[src/rtl/uivtc_detect_pkg.sv]
// Shared definitions for the video timing detector: FSM state encoding and
// default parameter values.
package uivtc_detect_pkg;

    typedef enum logic [1:0] {
        StIdle = 2'd0,
        StMeas = 2'd1,
        StLock = 2'd2
    } state_e;

    localparam int unsigned DefCntW       = 12;
    localparam int unsigned DefLockFrames = 2;
    localparam int unsigned DefTimeoutW   = 24;

endpackage

[src/rtl/uivtc_detect_edge.sv]
// Two-flop input register with rise/fall pulses taken from stage 1 against
// its previous value.
module uivtc_detect_edge (
    input  logic clk_i,
    input  logic rst_i,
    input  logic sig_i,
    output logic level_o,
    output logic rise_o,
    output logic fall_o
);

    logic s1_q;
    logic s2_q;

    always_ff @(posedge clk_i) begin
        if (rst_i) begin
            s1_q <= 1'b0;
            s2_q <= 1'b0;
        end else begin
            s1_q <= sig_i;
            s2_q <= s1_q;
        end
    end

    assign level_o = s1_q;
    assign rise_o  = s1_q & ~s2_q;
    assign fall_o  = ~s1_q & s2_q;

endmodule

[src/rtl/uivtc_detect.sv]
// Video timing detector: measures vs/hs/de geometry, locks once consecutive frames
// agree, and emits pixel coordinates aligned with a 2-clock-delayed de.
module uivtc_detect
    import uivtc_detect_pkg::*;
#(
    parameter int unsigned CNT_W       = DefCntW,
    parameter int unsigned LOCK_FRAMES = DefLockFrames,
    parameter int unsigned TIMEOUT_W   = DefTimeoutW
) (
    input  logic             I_vtd_clk,
    input  logic             I_vtd_rst,
    input  logic             I_vtd_vs,
    input  logic             I_vtd_hs,
    input  logic             I_vtd_de,
    output logic [CNT_W-1:0] O_h_active,
    output logic [CNT_W-1:0] O_h_frame,
    output logic [CNT_W-1:0] O_h_sync,
    output logic [CNT_W-1:0] O_v_active,
    output logic [CNT_W-1:0] O_v_frame,
    output logic [CNT_W-1:0] O_v_sync,
    output logic             O_locked,
    output logic             O_timing_valid,
    output logic             O_de,
    output logic [CNT_W-1:0] O_x,
    output logic [CNT_W-1:0] O_y
);

    localparam int unsigned          SnapW     = 6 * CNT_W;
    localparam logic [CNT_W-1:0]     CntMax    = '1;
    localparam logic [CNT_W-1:0]     CntOne    = CNT_W'(1);
    localparam logic [TIMEOUT_W-1:0] WdMax     = '1;
    localparam logic [TIMEOUT_W-1:0] WdLast    = WdMax - TIMEOUT_W'(1);
    localparam logic [15:0]          MatchGoal = 16'(LOCK_FRAMES - 1);

    function automatic logic [CNT_W-1:0] sat_inc(input logic [CNT_W-1:0] v);
        return (v == CntMax) ? v : v + CntOne;
    endfunction

    logic vs_lvl, vs_rise, unused_vs_fall;
    logic hs_lvl, hs_rise, hs_fall;
    logic de_lvl, de_rise, de_fall;

    uivtc_detect_edge u_edge_vs (
        .clk_i  (I_vtd_clk),
        .rst_i  (I_vtd_rst),
        .sig_i  (I_vtd_vs),
        .level_o(vs_lvl),
        .rise_o (vs_rise),
        .fall_o (unused_vs_fall)
    );

    uivtc_detect_edge u_edge_hs (
        .clk_i  (I_vtd_clk),
        .rst_i  (I_vtd_rst),
        .sig_i  (I_vtd_hs),
        .level_o(hs_lvl),
        .rise_o (hs_rise),
        .fall_o (hs_fall)
    );

    uivtc_detect_edge u_edge_de (
        .clk_i  (I_vtd_clk),
        .rst_i  (I_vtd_rst),
        .sig_i  (I_vtd_de),
        .level_o(de_lvl),
        .rise_o (de_rise),
        .fall_o (de_fall)
    );

    logic [CNT_W-1:0] h_clk_q, h_frame_q, hs_cnt_q, h_sync_q, de_cnt_q, h_active_q;
    logic [CNT_W-1:0] v_frame_q, v_sync_q, v_act_q, x_cnt_q, y_cnt_q;
    logic             sat_q, sat_set, snap_sat;
    logic [SnapW-1:0] snap, prev_q;
    logic             prev_vld_q, frame_match, lock_ok;
    logic [15:0]      match_q, match_nxt;
    logic [TIMEOUT_W-1:0] wd_q;
    state_e           state_q;

    // Any counter trying to step past its maximum taints the current frame.
    assign sat_set = (h_clk_q == CntMax && !hs_rise)
                   | (hs_cnt_q == CntMax && hs_lvl && !hs_rise)
                   | (de_cnt_q == CntMax && de_lvl && !de_rise)
                   | (v_frame_q == CntMax && hs_rise && !vs_rise)
                   | (v_sync_q == CntMax && hs_rise && vs_lvl && !vs_rise)
                   | (v_act_q == CntMax && de_fall && !vs_rise);

    assign snap        = {h_active_q, h_frame_q, h_sync_q, v_act_q, v_frame_q, v_sync_q};
    assign snap_sat    = sat_q | sat_set;
    assign frame_match = prev_vld_q && !snap_sat && (snap == prev_q);
    assign match_nxt   = match_q + 16'd1;
    assign lock_ok     = (LOCK_FRAMES == 1) ? !snap_sat : (frame_match && match_nxt == MatchGoal);

    always_ff @(posedge I_vtd_clk) begin
        if (I_vtd_rst) begin
            h_clk_q    <= '0;
            h_frame_q  <= '0;
            hs_cnt_q   <= '0;
            h_sync_q   <= '0;
            de_cnt_q   <= '0;
            h_active_q <= '0;
            v_frame_q  <= '0;
            v_sync_q   <= '0;
            v_act_q    <= '0;
            sat_q      <= 1'b0;
        end else begin
            h_clk_q <= hs_rise ? CntOne : sat_inc(h_clk_q);
            if (hs_rise) h_frame_q <= h_clk_q;
            if (hs_rise) hs_cnt_q <= CntOne;
            else if (hs_lvl) hs_cnt_q <= sat_inc(hs_cnt_q);
            if (hs_fall) h_sync_q <= hs_cnt_q;
            if (de_rise) de_cnt_q <= CntOne;
            else if (de_lvl) de_cnt_q <= sat_inc(de_cnt_q);
            if (de_fall) h_active_q <= de_cnt_q;
            // A coincident hs rise is line 1 of the new frame.
            if (vs_rise) begin
                v_frame_q <= hs_rise ? CntOne : '0;
                v_sync_q  <= hs_rise ? CntOne : '0;
                v_act_q   <= '0;
                sat_q     <= 1'b0;
            end else begin
                if (hs_rise) v_frame_q <= sat_inc(v_frame_q);
                if (hs_rise && vs_lvl) v_sync_q <= sat_inc(v_sync_q);
                if (de_fall) v_act_q <= sat_inc(v_act_q);
                sat_q <= sat_q | sat_set;
            end
        end
    end

    always_ff @(posedge I_vtd_clk) begin
        if (I_vtd_rst) begin
            state_q        <= StIdle;
            match_q        <= '0;
            prev_q         <= '0;
            prev_vld_q     <= 1'b0;
            wd_q           <= '0;
            O_locked       <= 1'b0;
            O_timing_valid <= 1'b0;
            {O_h_active, O_h_frame, O_h_sync, O_v_active, O_v_frame, O_v_sync} <= '0;
        end else begin
            O_timing_valid <= 1'b0;
            if (vs_rise) wd_q <= '0;
            else if (wd_q != WdMax) wd_q <= wd_q + TIMEOUT_W'(1);
            if (vs_rise) begin
                unique case (state_q)
                    StIdle: begin
                        state_q    <= StMeas;
                        match_q    <= '0;
                        prev_vld_q <= 1'b0;
                    end
                    StMeas: begin
                        prev_q     <= snap;
                        prev_vld_q <= 1'b1;
                        match_q    <= frame_match ? match_nxt : '0;
                        if (lock_ok) begin
                            state_q        <= StLock;
                            O_locked       <= 1'b1;
                            O_timing_valid <= 1'b1;
                            {O_h_active, O_h_frame, O_h_sync,
                             O_v_active, O_v_frame, O_v_sync} <= snap;
                        end
                    end
                    StLock: begin
                        prev_q <= snap;
                        if (!frame_match) begin
                            state_q  <= StMeas;
                            O_locked <= 1'b0;
                            match_q  <= '0;
                        end
                    end
                    default: state_q <= StIdle;
                endcase
            end else if (wd_q == WdLast) begin
                state_q    <= StIdle;
                O_locked   <= 1'b0;
                match_q    <= '0;
                prev_vld_q <= 1'b0;
            end
        end
    end

    // Coordinates are registered alongside O_de, so they line up with it.
    always_ff @(posedge I_vtd_clk) begin
        if (I_vtd_rst) begin
            x_cnt_q <= '0;
            y_cnt_q <= '0;
            O_de    <= 1'b0;
            O_x     <= '0;
            O_y     <= '0;
        end else begin
            O_de <= de_lvl;
            if (de_lvl) begin
                x_cnt_q <= sat_inc(x_cnt_q);
                O_x     <= x_cnt_q;
                O_y     <= y_cnt_q;
            end else begin
                x_cnt_q <= '0;
                O_x     <= '0;
                O_y     <= '0;
            end
            if (vs_rise) y_cnt_q <= '0;
            else if (de_fall) y_cnt_q <= sat_inc(y_cnt_q);
        end
    end

endmodule

[config.mk]
export PLATFORM = sky130hd
export DESIGN_NAME = uivtc_detect
export DESIGN_NICKNAME = d
export VERILOG_FILES = /design/src/rtl/uivtc_detect_pkg.sv /design/src/rtl/uivtc_detect_edge.sv /design/src/rtl/uivtc_detect.sv
export SDC_FILE = /design/constraint.sdc
export NUM_CORES = 1
export LEC_CHECK = 0
export CORE_UTILIZATION = 25
export CTS_CLUSTER_SIZE = 24
export DETAILED_ROUTE_END_ITERATION = 8
export GPL_ROUTABILITY_DRIVEN = 1
export PLACE_DENSITY = 0.42
export SETUP_SLACK_MARGIN = 0.02
export SYNTH_ARGS = -nofsm -noshare
export SYNTH_HDL_FRONTEND = slang
export SYNTH_SLANG_ARGS = --single-unit
export TNS_END_PERCENT = 100
[constraint.sdc]
create_clock -name I_vtd_clk -period 5.3 [get_ports I_vtd_clk]
set_clock_uncertainty 0.15 [all_clocks]
set_input_delay 1.06 -clock I_vtd_clk [delete_from_list [all_inputs] [get_ports I_vtd_clk]]
set_output_delay 1.06 -clock I_vtd_clk [all_outputs]
set_load 0.1 [all_outputs]
; Yosys cells after proc, flatten, opt, wreduce, memory -nomap -nowiden
; Index checks and enable logic that the tools add are counted.
[classes]
add_sub_neg = 10
n_eq_ne = 24
mux = 33
bitwise_logic = 22
n_reduce_logical = 46
[ops]
columns = cell, count
row1 = 12-bit by 1-bit adder with 12-bit output (second input constant), 8
row2 = 12-bit == test (second input constant), 8
row3 = 72-bit == test, 1
row4 = 12-bit two-way mux, 6
row5 = 16-bit two-way mux, 4
row6 = 16-bit case mux with 3 select lines, 1
row7 = 24-bit by 1-bit adder with 24-bit output (second input constant), 1
row8 = 24-bit == test (second input constant), 1
row9 = 24-bit inequality test (second input constant), 1
row10 = 2-bit AND reduction, 10
row11 = 16-bit by 1-bit adder with 16-bit output (second input constant), 1
row12 = 16-bit by 1-bit == test with 1-bit output (second input constant), 1
row13 = 1-bit logical AND, 16
row14 = 1-bit two-way mux, 15
row15 = 1-bit inverter, 11
row16 = 2-bit inequality test (second input constant), 5
row17 = 2-bit nonzero test, 5
row18 = 2-bit OR reduction, 5
row19 = 3-bit AND reduction, 3
row20 = 2-bit two-way mux, 4
row21 = 3-bit by 1-bit inequality test with 1-bit output (second input constant), 2
row22 = 3-bit inequality test (second input constant), 2
row23 = 1-bit OR, 6
row24 = 2-bit case mux with 3 select lines, 1
row25 = other kinds (9), 17
[word_totals]
regBits = 352
in_bits = 5

; Longest topological paths before layout
[logic_depth]
word_depth = 17
ltp_mapped = 12

; By module
; A second synthesis with hierarchy kept.
[unflattened]
cells_unflattened = 1733
hier_area_um2 = 15268.4
[by_module_without_submodules]
columns = mod, n_inst, cells_each, area_per_inst_um2, seq_area_each_um2
row1 = uivtc_detect, 1, 1715, 15073.2, 6946.7
row2 = uivtc_detect_edge, 3, 6, 65.1, 40.0

; Worst setup path before layout
; OpenSTA, ideal clock, no wires.
[synth_path]
path_kind = reg-to-reg
startpoint = register match_q[1]
endpoint = register O_v_sync[3]
setup_time_ns = 0.128
t_arrival_ns = 2.482
required_ns = 5.022
slack_ns = 2.540
stages_incl_launch_ff = 13
n_path_buf = 3
period_less_slack_ns = 2.760
path_cell_list = dfxtp_1 > ha_1 > inv_1 > or4_1 > buf_2 > o2111ai_1 > and4bb_1 > and3_4 > nand3_2 > buf_6 > buf_6 > mux2i_1 > nor2_1
[synth_between]
elab_chain_len = 4
[synth_lines]
columns = element, line_no
row1 = "start, declared", uivtc_detect.sv:75  ; logic [15:0] match_q, match_nxt;
row2 = "start signal, assigned", uivtc_detect.sv:153  ; match_q <= frame_match ? match_nxt : '0;
row3 = 16-bit by 1-bit adder with 16-bit output, uivtc_detect.sv:90  ; assign match_nxt = match_q + 16'd1;
row4 = 16-bit by 1-bit == test with 1-bit output, uivtc_detect.sv:91  ; assign lock_ok = (LOCK_FRAMES == 1) ? !snap_sat : (frame_match && match_nxt == MatchGoal);
row5 = 1-bit logical AND, uivtc_detect.sv:91
row6 = 3-bit AND reduction (no line), n/a
row7 = "end signal, assigned", uivtc_detect.sv:159  ; O_v_active, O_v_frame, O_v_sync} <= snap;
row8 = "end, declared", uivtc_detect.sv:20  ; output logic [CNT_W-1:0] O_v_sync,
; Every way passes these cells.
; A chain may end at the register's enable or synchronous reset.

; Final worst setup path
[layout_path]
startpoint = register h_sync_q[4]
endpoint = register match_q[1]
[layout_between]
elab_chain_len = 5
elab_cells_between_ends = 7
cone_classes = eq/ne (2) / mux (3) / reduce/logical (2)
[layout_lines]
columns = element, line_no
row1 = "start, declared", uivtc_detect.sv:70  ; logic [CNT_W-1:0] h_clk_q, h_frame_q, hs_cnt_q, h_sync_q, de_cnt_q, h_active_q;
row2 = "start signal, assigned", uivtc_detect.sv:110  ; if (hs_fall) h_sync_q <= hs_cnt_q;
row3 = 72-bit == test (*), uivtc_detect.sv:89  ; assign frame_match = prev_vld_q && !snap_sat && (snap == prev_q);
row4 = 1-bit logical AND (*), uivtc_detect.sv:89
row5 = 16-bit two-way mux, uivtc_detect.sv:153
row6 = 16-bit case mux with 3 select lines, uivtc_detect.sv:144  ; unique case (state_q)
row7 = 16-bit two-way mux, uivtc_detect.sv:143  ; if (vs_rise) begin
; Mark *: on every way between the ends. The rest lies on a longest branch, timed or not.

==> impl_metrics.py <==
metrics = {
    "setup_path": {
        "slowest_stage": "nor3_4",
        "cp-end-kind": "flop",
        "cp_max_fo": 14,
        "path_class": "reg2reg",
        "startpoint_type": "flop",
        "max_stage_delay_ns": 0.57,
        "critPathMostFrequentCell": "nand4_1",
        "required_ns": 5.65,
        "path_cells": "xnor2_1, nand4_1, nor4_1, nand4_1, nor4_4, a21oi_2, nor3_4, a22o_1",
        "critPathArrivalTime_ns": 3.94,
    },
    "clocking": {
        "post_cts_resized": 0,
        "cts_tree": "done",
        "clock_sinks": 352,
        "ctsHoldBuffers": 0,
        "cts_setup_buffers": 0,
        "cts-buffers-inserted": 41,
        "htree_levels": 2,
        "clock_path_buffers": 3,
        "cts.clk_slew.worst_paths_ns": 0.06,
        "cts_root_buf": "clkbuf_16",
        "clock_latency_ns": 0.55,
    },
    "drt": {
        "viasPerCell": 4.564,
        "drc": 0,
        "drtPass1Iterations": 5,
        "vias": 11750,
        "drtIter0Drc": 599,
        "antenna_left": 0,
        "wl_mm": 40.83,
        "wl_per_cell_um": 15.86,
    },
    "global_routing": {
        "grt_antenna_before_repair": 1,
        "gr-total-overflow": 0,
        "grt_first_pass_wirelength_mm": 64.92,
        "grt_max_degree": 91,
        "grt_pass1_vias": 11280,
        "grt_use_total": 0.1361,
    },
    "sta": {
        "maxSlewViolCount": 0,
        "tightest_slew_ns": 1.177,
        "setup_violations": 0,
        "rsz0062_at_grt": "false",
        "period_needed_ns": 3.594,
        "fin_setup_tns_ns": 0,
        "slew_headroom": 0.2071,
        "fmax_mhz": 278.3,
        "layout_setup_ws_ns": 1.706,
        "finalHoldViolations": 0,
        "layout_worst_path_cycle_share": 0.6781,
    },
    "final_layout": {
        "final_nets": 1805,
        "syn2layout_area_growth_pct": 20.19,
        "drive_gt1_frac": 0.04920,
        "n_antenna_cell": 0,
        "reg_top3": "prev_q (72), wd_q (24), match_q (16)",
        "post-route-cell-area_um2": 17750,
        "largest_reg_flops": 72,
        "final_cells": 2574,
        "largest-register": "prev_q",
    },
    "logic_synthesis": {
        "synth_cell_types": 68,
        "async_reset_ff_frac": 0,
        "avgSynthCellArea_um2": 8.563,
        "synth_seq_area_share": 0.4771,
        "ys.warnings.count": 0,
        "syn-num-nets": 1746,
        "synth-main-ff-cell": "dfxtp_1",
        "synth_edf_count": 0,
        "synth_cells": 1725,
        "ys_ff_latch": 352,
        "synth_area_um2": 14770,
    },
    "floorplanning": {
        "die_x_um": 245.1,
        "io-pin-count": 104,
        "rows": 88,
        "die_area_um2": 60060,
        "fp.dieH_um": 245.1,
        "core_um2": 58030,
        "initial_core_util": 0.2545,
    },
    "placement": {
        "dp_worst_setup_slack_ns": 1.722,
        "place_congestion": 0.7968,
        "place_area_um2": 16420,
        "dp.cells": 2506,
        "numPortBuffers": 103,
        "hpwl_mm": 27.90,
    },
    "pwr": {
        "power.density_nw_per_um2": 318.5,
        "peakVddDrop_uv": 199.3,
        "power_leakage_nw": 6.677,
    },
    "min_path": {
        "hp-class": "reg2reg",
    },
    "job": {
        "max_cap_viol_count": 0,
    },
    "status": {
        "status": "completed",
    },
}
-- routing by layer --
metal | vias up | track usage | routed length (um)
met5 | - | 0 | 0
met3 | 58 | 0.02690 | 1669
met4 | 0 | 0.03915 | 894
li1 | 5963 | - | -
met1 | 5537 | 0.1859 | 19840
met2 | 191 | 0.2156 | 18430
-- where the power goes --
part	switching [W]	internal, W
logic	0.000113	0.0000334
registers	0.0000195	0.00266
clock network	0.00113	0.00171
-- Yosys cell counts (3+ instances only) --
master,instances,area (um^2)
a211oi_1,4,30.03
a21o_1,11,82.58
a21oi_1,162,810.8
a311oi_1,3,26.28
a31oi_1,5,31.28
a41oi_1,3,26.28
and2_1,9,56.30
and3_1,35,219.0
and4_1,12,105.1
buf_1,7,26.28
buf_2,9,45.04
buf_6,8,90.09
clkbuf_1,72,270.3
dfxtp_1,352,7047
ha_1,16,200.2
inv_1,31,116.4
mux2i_1,77,770.7
nand2_1,306,1149
nand2b_1,12,75.07
nand3_1,43,215.2
nand4_1,47,294.0
nor2_1,186,698.2
nor2b_1,14,87.58
nor3_1,22,110.1
nor4_1,12,75.07
o2111ai_1,4,35.03
o21ai_0,39,195.2
o31ai_1,4,30.03
or2_2,5,31.28
or3_1,32,200.2
xnor2_1,63,551.8
xor2_1,77,674.4
-- worst paths after layout --
check	startpoint	end	slack, ns	depth (start not counted)
worst min register to register	prev_q[65]	prev_q[65]	0.31	2
worst min-delay path	prev_q[65]	prev_q[65]	0.31	2
worst max register to register	h_sync_q[4]	match_q[1]	1.71	8
worst max-delay path	h_sync_q[4]	match_q[1]	1.71	8
-- through the flow --
stage | hold WS [ns] | utilization | power [W]
2_1_floorplan | 0.2863 | - | 0.002834
3_3_place_gp | 0.2960 | 0.2829 | 0.002885
3_5_place_dp | 0.3014 | 0.2829 | 0.002886
4_1_cts | 0.3093 | 0.3059 | 0.005766
5_1_grt | 0.3203 | 0.3059 | 0.005890
6_report | 0.3077 | 0.3059 | 0.005655
-- worst max-delay path, delay by kind of cell (launching register included) --
family          cells  cell delay [ns]
flops               1             0.36
xor+xnor            1             0.54
simple gates        5             2.06
compound gates      2             0.41
-- placed cells by master, fill, tap and decap left out, types with 5 or more instances in the layout --
| cell | instances |
|---|---|
| nand4_1 | 47 |
| or3_1 | 32 |
| xnor2_1 | 63 |
| nand2b_1 | 12 |
| a31oi_1 | 5 |
| nor2b_1 | 13 |
| or2_2 | 5 |
| inv_1 | 31 |
| nand3_1 | 43 |
| clkbuf_8 | 10 |
| nor4_1 | 12 |
| dfxtp_1 | 352 |
| a21oi_1 | 162 |
| buf_4 | 10 |
| nand2_1 | 304 |
| clkdlybuf4s50_1 | 102 |
| clkbuf_1 | 6 |
| nor2_1 | 186 |
| mux2i_1 | 77 |
| and4_1 | 12 |
| a21o_1 | 11 |
| and2_1 | 8 |
| xor2_1 | 77 |
| clkinv_2 | 6 |
| nor3_1 | 22 |
| clkbuf_16 | 43 |
| and3_1 | 35 |
| o21ai_0 | 39 |
| ha_1 | 16 |
-- logic make-up (layout without fill, tap and decap cells) --
kind of cell    count (synthesis)  count (layout)  synth area share
fa+ha+maj                      16              16           0.01355
compound gates                261             261            0.1011
mux                            77              77           0.05218
simple gates                  750             750            0.2352
flops                         352             352            0.4771
xor+xnor                      140             140           0.08302
buf+inv                       129             213           0.03787
-- cell type report --
class,instances,area (um^2)
clock buffer,59,1236
fill,6052,40270
timing repair buffer,113,1107
sequential,352,7047
tap,765,957.2
clock inverter,9,98.84
multi-input combinational,1244,7186
inverter,32,120.1
(Power assumes the default switching activity.)
